$ cat config.mk
export PLATFORM = sky130hd
export DESIGN_NAME = regfile_write_scheduler
export DESIGN_NICKNAME = d
export VERILOG_FILES = /design/src/rtl/regfile_write_scheduler_pkg.sv /design/src/rtl/decoder.sv /design/src/rtl/rr_arb2.sv /design/src/rtl/regfile_write_scheduler.sv
export SDC_FILE = /design/constraint.sdc
export NUM_CORES = 1
export LEC_CHECK = 0
export CAP_MARGIN = 20
export CORE_MARGIN = 2
export CORE_UTILIZATION = 40
export DETAILED_ROUTE_END_ITERATION = 12
export GPL_TIMING_DRIVEN = 0
export HOLD_SLACK_MARGIN = 0.02
export PLACE_DENSITY = 0.86
export SLEW_MARGIN = 20
export SYNTH_ARGS = -nofsm -noshare
export SYNTH_HDL_FRONTEND = slang
export SYNTH_SLANG_ARGS = --single-unit
$ cat constraint.sdc
create_clock -name clk -period 4 [get_ports clk]
set_input_delay 1.2 -clock clk [delete_from_list [all_inputs] [get_ports clk]]
set_output_delay 1.2 -clock clk [all_outputs]
set_load 0.02 [all_outputs]
$ cat src/rtl/regfile_write_scheduler_pkg.sv
// Shared constants for the register-file write scheduler: address width,
// register count, the hardwired zero register and requester grant encodings.
package regfile_write_scheduler_pkg;

    localparam int unsigned REG_ADDR_W = 5;
    localparam int unsigned NUM_REGS   = 32;

    localparam logic [REG_ADDR_W-1:0] ZERO_REG = 5'd0;

    localparam int unsigned REQ_ALU = 0;
    localparam int unsigned REQ_MEM = 1;

    typedef logic [REG_ADDR_W-1:0] reg_addr_t;

endpackage

$ cat src/rtl/decoder.sv
// Binary to one-hot decoder with enable; all outputs low when disabled.
module decoder #(
    parameter int unsigned W = 5
) (
    input  logic              enable,
    input  logic [W-1:0]      addr,
    output logic [2**W-1:0]   onehot
);

    always_comb begin
        onehot = '0;
        if (enable) begin
            onehot[addr] = 1'b1;
        end
    end

endmodule

$ cat src/rtl/rr_arb2.sv
// Two-way round-robin arbiter. On contention the requester that did not win
// last is granted; the history bit moves only when a grant is consumed.
module rr_arb2
    import regfile_write_scheduler_pkg::*;
(
    input  logic       clk,
    input  logic       rst,
    input  logic [1:0] valid,
    input  logic       xfer,
    output logic [1:0] grant
);

    logic last_grant_q, last_grant_d;

    always_comb begin
        grant = 2'b00;
        unique case (valid)
            2'b01:   grant = 2'b01;
            2'b10:   grant = 2'b10;
            2'b11:   grant = last_grant_q ? 2'b01 : 2'b10;
            default: grant = 2'b00;
        endcase
    end

    always_comb begin
        last_grant_d = last_grant_q;
        if (xfer) begin
            last_grant_d = grant[REQ_MEM];
        end
    end

    // Reset to requester 1 so requester 0 wins the first contended cycle.
    always_ff @(posedge clk or negedge rst) begin
        if (!rst) begin
            last_grant_q <= 1'b1;
        end else begin
            last_grant_q <= last_grant_d;
        end
    end

endmodule

$ cat src/rtl/regfile_write_scheduler.sv
// Arbitrates the single register-file write port between ALU and load
// writeback, and tracks outstanding writes for read-after-write stalls.
module regfile_write_scheduler
    import regfile_write_scheduler_pkg::*;
#(
    parameter int unsigned N = 32
) (
    input  logic                clk,
    input  logic                rst,
    input  logic                req0_valid,
    output logic                req0_ready,
    input  logic [4:0]          req0_addr,
    input  logic [N-1:0]        req0_data,
    input  logic                req1_valid,
    output logic                req1_ready,
    input  logic [4:0]          req1_addr,
    input  logic [N-1:0]        req1_data,
    input  logic                rsv_valid,
    input  logic [4:0]          rsv_addr,
    input  logic [4:0]          rd_addr1,
    input  logic [4:0]          rd_addr2,
    output logic                rd_busy1,
    output logic                rd_busy2,
    output logic                wr_ena,
    output logic [4:0]          wr_addr,
    output logic [N-1:0]        wr_data,
    output logic [NUM_REGS-1:0] pending
);

    logic [1:0]          grant;
    logic [1:0]          ready;
    logic                xfer;
    reg_addr_t           sel_addr;
    logic [N-1:0]        sel_data;

    logic                wr_ena_q;
    reg_addr_t           wr_addr_q;
    logic [N-1:0]        wr_data_q;

    logic [NUM_REGS-1:0] set_mask, clr_mask;
    logic [NUM_REGS-1:0] pending_q, pending_d;

    rr_arb2 u_arb (
        .clk   (clk),
        .rst   (rst),
        .valid ({req1_valid, req0_valid}),
        .xfer  (xfer),
        .grant (grant)
    );

    // No grants are visible while reset is held.
    assign ready      = grant & {2{rst}};
    assign xfer       = |ready;
    assign req0_ready = ready[REQ_ALU];
    assign req1_ready = ready[REQ_MEM];

    assign sel_addr = ready[REQ_MEM] ? req1_addr : req0_addr;
    assign sel_data = ready[REQ_MEM] ? req1_data : req0_data;

    always_ff @(posedge clk or negedge rst) begin
        if (!rst) begin
            wr_ena_q  <= 1'b0;
            wr_addr_q <= ZERO_REG;
            wr_data_q <= '0;
        end else begin
            wr_ena_q <= xfer && (sel_addr != ZERO_REG);
            if (xfer) begin
                wr_addr_q <= sel_addr;
                wr_data_q <= sel_data;
            end
        end
    end

    decoder #(
        .W (REG_ADDR_W)
    ) u_set_dec (
        .enable (rsv_valid),
        .addr   (rsv_addr),
        .onehot (set_mask)
    );

    decoder #(
        .W (REG_ADDR_W)
    ) u_clr_dec (
        .enable (wr_ena_q),
        .addr   (wr_addr_q),
        .onehot (clr_mask)
    );

    // Set is applied after clear: a same-edge reservation belongs to a newer write.
    always_comb begin
        pending_d    = (pending_q & ~clr_mask) | set_mask;
        pending_d[0] = 1'b0;
    end

    always_ff @(posedge clk or negedge rst) begin
        if (!rst) begin
            pending_q <= '0;
        end else begin
            pending_q <= pending_d;
        end
    end

    assign rd_busy1 = pending_q[rd_addr1];
    assign rd_busy2 = pending_q[rd_addr2];

    assign wr_ena  = wr_ena_q;
    assign wr_addr = wr_addr_q;
    assign wr_data = wr_data_q;
    assign pending = pending_q;

endmodule
======== After elaboration in Yosys (flattened, before gate mapping) ========
Cells that the tools add are included.
storage, ports and cells
  register bits ........................... 70
  bits of input ports ..................... 94
cells by class
  bitwise gates (word level) .............. 4
  reduce and logical (&&, ||, !) cells .... 5
  $lt $le $gt $ge ......................... 6
  muxes and demuxes ....................... 14
  equality and inequality tests ........... 3
operators with widths
  kind                                                                                 count
  32-bit two-way mux                                                                   3
  32-bit AND                                                                           1
  32-bit inverter                                                                      1
  32-bit OR                                                                            1
  5-bit by 6-bit < comparator with 1-bit output, second input constant                 4
  1-bit binary-select mux with 5-bit select                                            2
  1-bit demux with 5-bit select                                                        2
  5-bit by 1-bit greater-or-equal comparator with 1-bit output, second input constant  2
  2-bit case mux with 3 select lines                                                   1
  5-bit two-way mux                                                                    1
  5-bit nonzero test                                                                   1
  2-bit equality test, second input constant                                           2
  1-bit two-way mux                                                                    4
  1-bit logical AND                                                                    3
  2-bit AND                                                                            1
  2-bit by 1-bit equality test with 1-bit output, second input constant                1
  2-bit two-way mux                                                                    1
  2-bit OR reduction                                                                   1

======== Depth between registers and ports, before layout ========
Gate-level depths: netlist of the first run.
  word-level depth ........................ 8
  mapped depth ............................ 5
  gate-level depth less buffers ........... 4

======== Cells and area by module ========
A second synthesis of the first run with hierarchy kept.
second synthesis, totals
  cells, all modules ...................... 436
  area total of the unflattened synthesis .. 3993.8 um2
by module, submodules not included
  module                   seq. area each (um2)  instances  area each (um2)  cells each
  regfile_write_scheduler  1726.7                1          3469.6           337
  decoder                  0.0                   2          230.2            47
  rr_arb2                  26.3                  1          63.8             5

======== Worst setup path after synthesis of the first run ========
OpenSTA, ideal clock, no wires.
  kind .................................... in2out
  start ................................... input port rd_addr1[0]
  end ..................................... output port rd_busy1
  data arrival time ....................... 2.336 ns
  setup slack ............................. 0.464 ns
  path buffers ............................ 1
  stages on the path ...................... 5
  cells stage by stage .................... buf_2 mux4_2 nand2b_1 o211ai_1 nand4_1
between the ends
  longest elaborated chain between the ends .. 2
ends and longest elaborated chain
  element                                    line                            RTL
  start, declared                            regfile_write_scheduler.sv:20   input logic [4:0] rd_addr1,
  1-bit binary-select mux with 5-bit select  regfile_write_scheduler.sv:104  assign rd_busy1 = pending_q[rd_addr1];
  1-bit two-way mux (implied by the code)    regfile_write_scheduler.sv:104
  end, declared                              regfile_write_scheduler.sv:22   output logic rd_busy1,
Every way passes these cells. The select of a mux whose other input is x is not followed.

======== Worst setup path after layout of the first run ========
  start ................................... input port req0_valid
  end ..................................... output port req0_ready
between the ends
  longest elaborated chain between the ends .. 3
  elaborated cells on any way between the ends .. 5
  those cells by class .................... eq/ne: 3; mux: 1; bitwise: 1
ends and longest elaborated chain
  element                                                                                       line                           RTL
  start, declared                                                                               regfile_write_scheduler.sv:10  input logic req0_valid,
  2-bit equality test / 2-bit by 1-bit equality test with 1-bit output (equally long branches)  rr_arb2.sv:17                  unique case (valid)
  2-bit case mux with 3 select lines (*)                                                        rr_arb2.sv:17
  2-bit AND (*)                                                                                 regfile_write_scheduler.sv:52  assign ready = grant & {2{rst}};
  end, declared                                                                                 regfile_write_scheduler.sv:11  output logic req0_ready,
Mark *: on every way between the ends. The rest lies on a longest branch, timed or not.

==> results of run 1 <==
placed cells by master (no fill, tap or decap), drive strengths merged, types with 3 or more instances in the layout:
master,n
clkdlybuf4s50,155
a21oi,8
o21ai,69
dfrtp,69
clkbuf,27
inv,35
nor2,10
a222oi,32
mux4,6
nand2,14
mux2i,23
nor2b,4
nand2b,4
nand3,12
buf,10
dlymetal6s2s,3
or3b,4
a22oi,4
nand3b,10
what timing repair did:
item | CTS | global route
gates resized for setup | 11 | 6
hold buffers | 0 | 0
setup endpoints to repair | 4 | 3
metrics by stage:
stage | power [uW] | worst slack [ns] | TNS [ns] | utilization
detailed placement | 2210 | -0.415 | -1.42 | 0.612
global placement | 2160 | -2.83 | -105.57 | 0.610
CTS | 2870 | -0.151 | -0.151 | 0.642
floorplan | 1580 | 0.464 | 0 | -
finish | 2870 | 0.131 | 0 | 0.643
global route | 3010 | 0.00999 | 0 | 0.643
power groups by stage:
stage | Clock, uW | Combinational, uW | Sequential [uW]
after floorplan | 0 | 328 | 1250
after global placement | 0 | 1090 | 1070
after detailed placement | 0 | 1130 | 1080
after CTS | 668 | 1130 | 1070
after global routing | 701 | 1200 | 1100
final | 660 | 1130 | 1080
final cells by class:
type	count	area (um2)
Clock buffer	13	169
Buffer	21	108
Fill cell	692	3070
Clock inverter	3	65.1
Multi-Input combinational cell	214	1530
Tap cell	108	135
Timing Repair Buffer	163	1640
Sequential cell	70	1750
Inverter	35	131
registers in the layout, indices dropped and copies added, names as in the netlist:
| register | cells |
|---|---|
| wr_data | 32 |
| u_arb.last_grant_q | 1 |
| wr_ena | 1 |
| pending | 31 |
| wr_addr | 5 |
logic make-up after synthesis:
logic type	after synthesis	synth area share
compound gates	120	0.227
buf+inv	56	0.0639
flops	70	0.503
mux	29	0.105
other cells	1	0.00108
simple gates	64	0.100
synth_stat cells, drive strengths merged:
cell      n  share of area
o21ai    69          0.099
mux4      6          0.039
a222oi   32          0.092
nand3b   10          0.022
or3       2         0.0036
dfstp     1         0.0075
nand2b    4         0.0072
o2111ai   2         0.0050
a211oi    2         0.0043
nand2    14          0.015
mux2i    23          0.066
nand3    12          0.017
nand4     2         0.0036
a21oi     8          0.011
conb      1         0.0011
o211ai    2         0.0043
nor4      1         0.0018
nor2     10          0.011
a22oi     4         0.0086
a221oi    1         0.0025
dfrtp    69           0.50
or4       1         0.0022
buf       8          0.012
nor2b     4         0.0072
inv      35          0.038
clkbuf   13          0.014
or3b      4          0.010
critical path, cell delays in order:
cell and delay, ns:
clkdlybuf4s50_1 0.51, nand2_1 0.12, a21oi_4 0.22, buf_2 0.25, dlygate4sd2_1 0.36
worst paths after layout:
kind | start | endpoint | slack [ns] | cells after the start
setup / recovery | req0_valid | req0_ready | 0.13 | 5
hold / removal | wr_data[2] | wr_data[2] | 0.49 | 2
setup reg to reg | wr_addr[2] | pending[17] | 2.44 | 4
hold reg to reg | wr_data[2] | wr_data[2] | 0.49 | 2
max in group asynchronous | rst | pending[27] | 2.66 | 2
min in group asynchronous | rst | wr_data[28] | 0.77 | 1
layer usage:
layer | global-route usage | vias to the layer above | share of wire
li1 | - | 1635 | -
met3 | 0.0763 | 19 | 0.094
met5 | 0 | - | 0
met1 | 0.283 | 1746 | 0.39
met2 | 0.426 | 197 | 0.50
met4 | 0.0801 | 0 | 0.018
==> results.md, run 1 <==
- Worst-path clk slew: 0.07 ns
- # IOs: 168
- Sw Pwr: 1000 uW
- Port Buffer Count: 162
- Drt first pass iters: 7
- Number of global-route vias before repair: 3805
- Slew headroom: 0.644
- Clock power share: 0.230
- # DRC: 0
- Fmax: 258 MHz
- Wirelength per Cell: 18.3 um
- Crit start category: primary input
- Core Region: 0.00859 mm2
- Result of the run: finished clean
- Fin. Hold Viols: 0
- Fraction of layout instances using a drive strength above 1: 0.0771
- Placed cell area: 0.00526 mm2
- Inserted Clock Buffers: 9
- GPL Wtd Cong: 0.898
- Die ar.: 0.00948 mm2
- Routed vias: 3597
- DRT iter0 DRCs: 229
- Worst-path fanout max: 10
- Routed WL: 11500 um
- Maximum VDD drop: 0.000231 V
- Largest net degree at the start of global routing: 44
- RSZ-0062 raised after global routing: no
- Layout area overhead: 58.5%
- Seq/Total Area, Yosys: 0.503
- GRT overflow: 0
- DR vias/cell: 5.74
- Ant diodes: 0
- FF+latch count, synth: 70
- Non-Filler Instances: 627
- Final Cell Area: 0.00553 mm2
- Clk buf depth: 2
- Period minus WS final: 3.87 ns
- GRT Util Overall: 0.243
- Sequential share of power: 0.377
- Worst skew pair latency: 0.34 ns
- Synth Instances: 340
- Critical Path RT: 2.80 ns
- P_int: 1860 uW
- Hpwl dp: 8830 um
- Setup CP Type: primary input to primary output
- Row cnt: 34
- Max_cap viols: 0
- Starting Density: 0.406
- Synth warnings: 0
- Post-CTS Setup Inserts: 0
- Worst-margin pin slew: 0.531 ns
- CTS sink count: 70
- Final net count: 608
- First-pass GRT wire length: 18500 um
- Worst Path Arrival: 2.67 ns
- Clk root buf: clkbuf_8
- Syn Nets: 434
- Synth Area per Inst: 10.3 um2
- Worst Setup End Kind: primary output
- Placed insts: 611
- Synthesized area: 0.00349 mm2
- Setup Skew: 0.00764 ns
- HP Class: flop to flop
- Leak: 0.00235 uW
- Die Y: 97.4 um
- Final period utilization: 0.967
- Count of final setup violators: 0
- TritonCTS clock tree: built
- Max Transition Viols Final: 0
- Share of power burned in combinational logic: 0.393
- Antenna violations before repair: 0
- Sw Share: 0.350
- Final hold slack: 0.495 ns
- H-tree depth: 3
- Yosys cell types: 29
- Die Width: 97.4 um
- Pwr Density: 519 mW/mm2
- DRT antenna net count: 0
(Power assumes the default switching activity.)
==> run 2: changes to the inputs <==
--- a/config.mk
+++ b/config.mk
@@ -12,7 +12,6 @@
 export GPL_TIMING_DRIVEN = 0
 export HOLD_SLACK_MARGIN = 0.02
 export PLACE_DENSITY = 0.86
-export SLEW_MARGIN = 20
 export SYNTH_ARGS = -nofsm -noshare
 export SYNTH_HDL_FRONTEND = slang
 export SYNTH_SLANG_ARGS = --single-unit
==> results.md, run 2 (same netlist as run 1, synthesis figures left out) <==
- Worst Path Arrival: 2.75 ns
- Worst skew pair latency: 0.35 ns
- Drt first pass iters: 5
- HP Class: flop to flop
- GRT overflow: 0
- Maximum VDD drop: 0.000251 V
- Commonest non-fill, non-tap cell in the layout: clkdlybuf4s50_1
- Antenna violations before repair: 0
- Period minus WS final: 3.95 ns
- Fmax: 253 MHz
- Die ar.: 0.00948 mm2
- Most frequent cells in the layout: 156 x clkdlybuf4s50_1, 69 x dfrtp_1, 68 x o21ai_0
- RSZ-0062 raised after global routing: no
- Starting Density: 0.406
- Critical path depth in cells: 6
- Final hold slack: 0.493 ns
- TritonCTS clock tree: built
- Clk root buf: clkbuf_8
- Number of global-route vias before repair: 3795
- Worst-margin pin slew: 0.533 ns
- Wirelength per Cell: 18.3 um
- Worst-path fanout max: 7
- Slowest cell on the critical path: clkdlybuf4s50_1
- DRT iter0 DRCs: 256
- Fin. Hold Viols: 0
- Setup TNS: 0 ns
- Final period utilization: 0.987
- Placed insts: 610
- R2R cell count: 5
- GPL Wtd Cong: 0.898
- CTS sink count: 70
- Worst path top cell family by delay: buffers and inverters
- Die Y: 97.4 um
- # IOs: 168
- Routed vias: 3627
- Inserted Clock Buffers: 9
- Count of final setup violators: 0
- Max_cap viols: 0
- Hold Path Depth: 2
- Worst Setup End Kind: primary output
- H-tree depth: 3
- DR vias/cell: 5.78
- Core Region: 0.00859 mm2
- First-pass GRT wire length: 18300 um
- Crit path largest cell delay: 0.54 ns
- Hpwl dp: 8720 um
- Fraction of layout instances using a drive strength above 1: 0.0771
- Clk buf depth: 2
- Leak: 0.00233 uW
- Result of the run: finished clean
- GRT Util Overall: 0.240
- Largest net degree at the start of global routing: 74
- Pwr Density: 519 mW/mm2
- Setup CP Type: primary input to primary output
- Ant diodes: 0
- Layout area overhead: 58.3%
- DRT antenna net count: 0
- CP Cell Sequence: clkdlybuf4s50_1, nor2b_1, a22oi_1, nand3_1, nand4_1, dlygate4sd2_1
- Setup Skew: 0.0111 ns
- Port Buffer Count: 162
- Largest register FFs: 32
- Non-Filler Instances: 627
- Crit start category: primary input
- # DRC: 0
- Hold_buf cts: 0
- Die Width: 97.4 um
- Row cnt: 34
- Routed WL: 11500 um
- CP Buf/Inv Count: 2
- Worst-path clk slew: 0.07 ns
- Max Transition Viols Final: 0
- Final net count: 608
- Critical Path RT: 2.80 ns
- Slew headroom: 0.642
-- run 2: what timing repair did --
| action | CTS | global route |
|---|---|---|
| pin swaps | 0 | 0 |
| setup buffers | 0 | 1 |
| resized for setup | 16 | 3 |
| endpoints found under the setup margin | 4 | 2 |
-- run 2: worst min-delay path, delay by kind of cell, from the launching register on --
kind	cells	cell delay, ns
buffers and inverters	1	0.06
AOI/OAI and AO/OA	1	0.06
DFF	1	0.34
-- run 2: where the power goes --
group	switching, uW	internal (uW)
Combinational	557	571
Clock	262	402
Sequential	183	890
Total	1000	1860
-- run 2: worst paths after layout --
kind	start	end	slack (ns)
max	rd_addr2[4]	rd_busy2	0.05
min	wr_data[29]	wr_data[29]	0.49
max reg2reg	u_arb.last_grant_q	wr_data[7]	2.42
min reg2reg	wr_data[29]	wr_data[29]	0.49
max in group asynchronous	rst	u_arb.last_grant_q	2.90
min in group asynchronous	rst	wr_data[24]	0.72
-- run 2: metrics by stage --
step / utilization / setup WS [ns] / instance area, um2 / total power (uW)
2_1_floorplan: - / 0.464 / 3490 / 1580
3_3_place_gp: 0.610 / -2.83 / 5240 / 2160
3_5_place_dp: 0.610 / -0.755 / 5240 / 2210
4_1_cts: 0.642 / 0.0212 / 5510 / 2880
5_1_grt: 0.642 / 0.0112 / 5520 / 3000
6_report: 0.642 / 0.0530 / 5520 / 2870
-- run 2: per-layer routing --
metal  GRT usage  part of all wire
met2       0.415              0.50
met5           0                 0
met3      0.0691             0.098
met1       0.277              0.38
met4       0.106             0.020
-- run 2: area by class of cell --
class / instances / area [um2]
Tap cell: 108 / 135
Buffer: 21 / 108
Clock buffer: 13 / 169
Timing Repair Buffer: 163 / 1630
Sequential cell: 70 / 1750
Inverter: 35 / 131
Clock inverter: 3 / 65.1
Fill cell: 687 / 3070
Multi-Input combinational cell: 214 / 1530
==> run 3: changes to the inputs <==
--- a/config.mk
+++ b/config.mk
@@ -8,6 +8,7 @@
 export CAP_MARGIN = 20
 export CORE_MARGIN = 2
 export CORE_UTILIZATION = 40
+export CTS_BUF_LIST = sky130_fd_sc_hd__clkbuf_4 sky130_fd_sc_hd__clkbuf_8 sky130_fd_sc_hd__clkbuf_16
 export DETAILED_ROUTE_END_ITERATION = 12
 export GPL_TIMING_DRIVEN = 0
 export HOLD_SLACK_MARGIN = 0.02
==> results.md, run 3 (same netlist as run 1, synthesis figures left out) <==
- Final period utilization: 0.987
- Final net count: 608
- Worst-margin pin slew: 0.528 ns
- Result of the run: finished clean
- Die Width: 97.4 um
- TritonCTS clock tree: built
- HP Class: flop to flop
- Max Transition Viols Final: 0
- RSZ-0062 raised after global routing: no
- Routed vias: 3616
- Period minus WS final: 3.95 ns
- Number of global-route vias before repair: 3795
- Critical Path RT: 2.80 ns
- Hpwl dp: 8720 um
- Wirelength per Cell: 18.3 um
- Drt first pass iters: 6
- Final Power: 2870 uW
- H-tree depth: 3
- Fin. Hold Viols: 0
- GRT busiest layer: met2
- GPL Wtd Cong: 0.898
- Antenna violations before repair: 0
- DRT iter0 DRCs: 259
- Worst Setup End Kind: primary output
- GRT overflow: 0
- Core Region: 0.00859 mm2
- Worst Path Arrival: 2.75 ns
- Fraction of layout instances using a drive strength above 1: 0.0790
- Routed WL: 11500 um
- Met2 Use GR: 0.415
- Clk root buf: clkbuf_8
- Slew headroom: 0.645
- # IOs: 168
- Inserted Clock Buffers: 9
- Largest net degree at the start of global routing: 74
- Worst-path clk slew: 0.07 ns
- Pwr Density: 520 mW/mm2
- Die Y: 97.4 um
- Leak: 0.00233 uW
- Worst-path fanout max: 7
- Worst skew pair latency: 0.35 ns
- Fmax: 253 MHz
- First-pass GRT wire length: 18300 um
- Placed insts: 610
- Starting Density: 0.406
- Maximum VDD drop: 0.000251 V
- DR vias/cell: 5.77
- Non-Filler Instances: 627
- Ant diodes: 0
- Layout area overhead: 58.4%
- Setup CP Type: primary input to primary output
- Hold_buf cts: 0
- Crit start category: primary input
- DRT antenna net count: 0
- Clk buf depth: 2
- Count of final setup violators: 0
- GRT Util Overall: 0.240
- Setup Skew: 0.00852 ns
- Commonest non-fill, non-tap cell in the layout: clkdlybuf4s50_1
- Row cnt: 34
- Max_cap viols: 0
- Met1 GRT Util: 0.277
- Port Buffer Count: 162
- Largest register FFs: 32
- GR Util met3: 0.0691
- Die ar.: 0.00948 mm2
- CTS sink count: 70
- # DRC: 0
- Most frequent cells in the layout: 156 x clkdlybuf4s50_1, 69 x dfrtp_1, 68 x o21ai_0
[run 3: worst max-delay path: stages]
cell and delay (ns):
clkdlybuf4s50_1 0.63, nor2_1 0.11, a211oi_1 0.25, nand3_1 0.14
nand4_1 0.10, dlygate4sd2_1 0.33
[run 3: through the flow]
step	util	worst slack [ns]	TNS, ns	instance area, um2	hold WS [ns]
global route	0.643	0.0112	0	5520	0.517
detailed placement	0.610	-0.755	-2.13	5240	0.480
floorplan	-	0.464	0	3490	0.470
finish	0.643	0.0509	0	5520	0.493
global placement	0.610	-2.83	-105.57	5240	0.473
CTS	0.642	0.0212	0	5520	0.500
[run 3: layout make-up]
cell class / instances / area, um2
sequential: 70 / 1750
buffer: 21 / 108
multi-input combinational: 214 / 1530
timing repair buffer: 163 / 1630
clock inverter: 3 / 65.1
clock buffer: 13 / 173
tap: 108 / 135
fill: 687 / 3070
inverter: 35 / 131
[run 3: timing repair]
| action | in CTS | in global routing |
|---|---|---|
| cloned | 0 | 0 |
| buffers inserted | 0 | 1 |
| setup endpoints to repair | 4 | 2 |
| resized for setup | 16 | 3 |
[run 3: report_power, final]
group / switching [uW] / internal, uW
combinational: 557 / 571
clock: 261 / 409
sequential: 183 / 890
total: 1000 / 1870
[run 3: metal layers]
metal	wire length, um	share of wire
met1	4380	0.38
met2	5750	0.50
met3	1080	0.094
met4	238	0.021
met5	0	0
[run 3: path summary, 6_finish.rpt]
| path | from | endpoint | slack (ns) | depth (start not counted) |
|---|---|---|---|---|
| worst max-delay path | rd_addr2[4] | rd_busy2 | 0.05 | 6 |
| worst min-delay path | wr_data[29] | wr_data[29] | 0.49 | 2 |
| worst max register to register | u_arb.last_grant_q | wr_data[5] | 2.41 | 5 |
| worst min register to register | wr_data[29] | wr_data[29] | 0.49 | 2 |
| max in group asynchronous | rst | u_arb.last_grant_q | 2.89 | 1 |
| min in group asynchronous | rst | wr_data[24] | 0.72 | 1 |
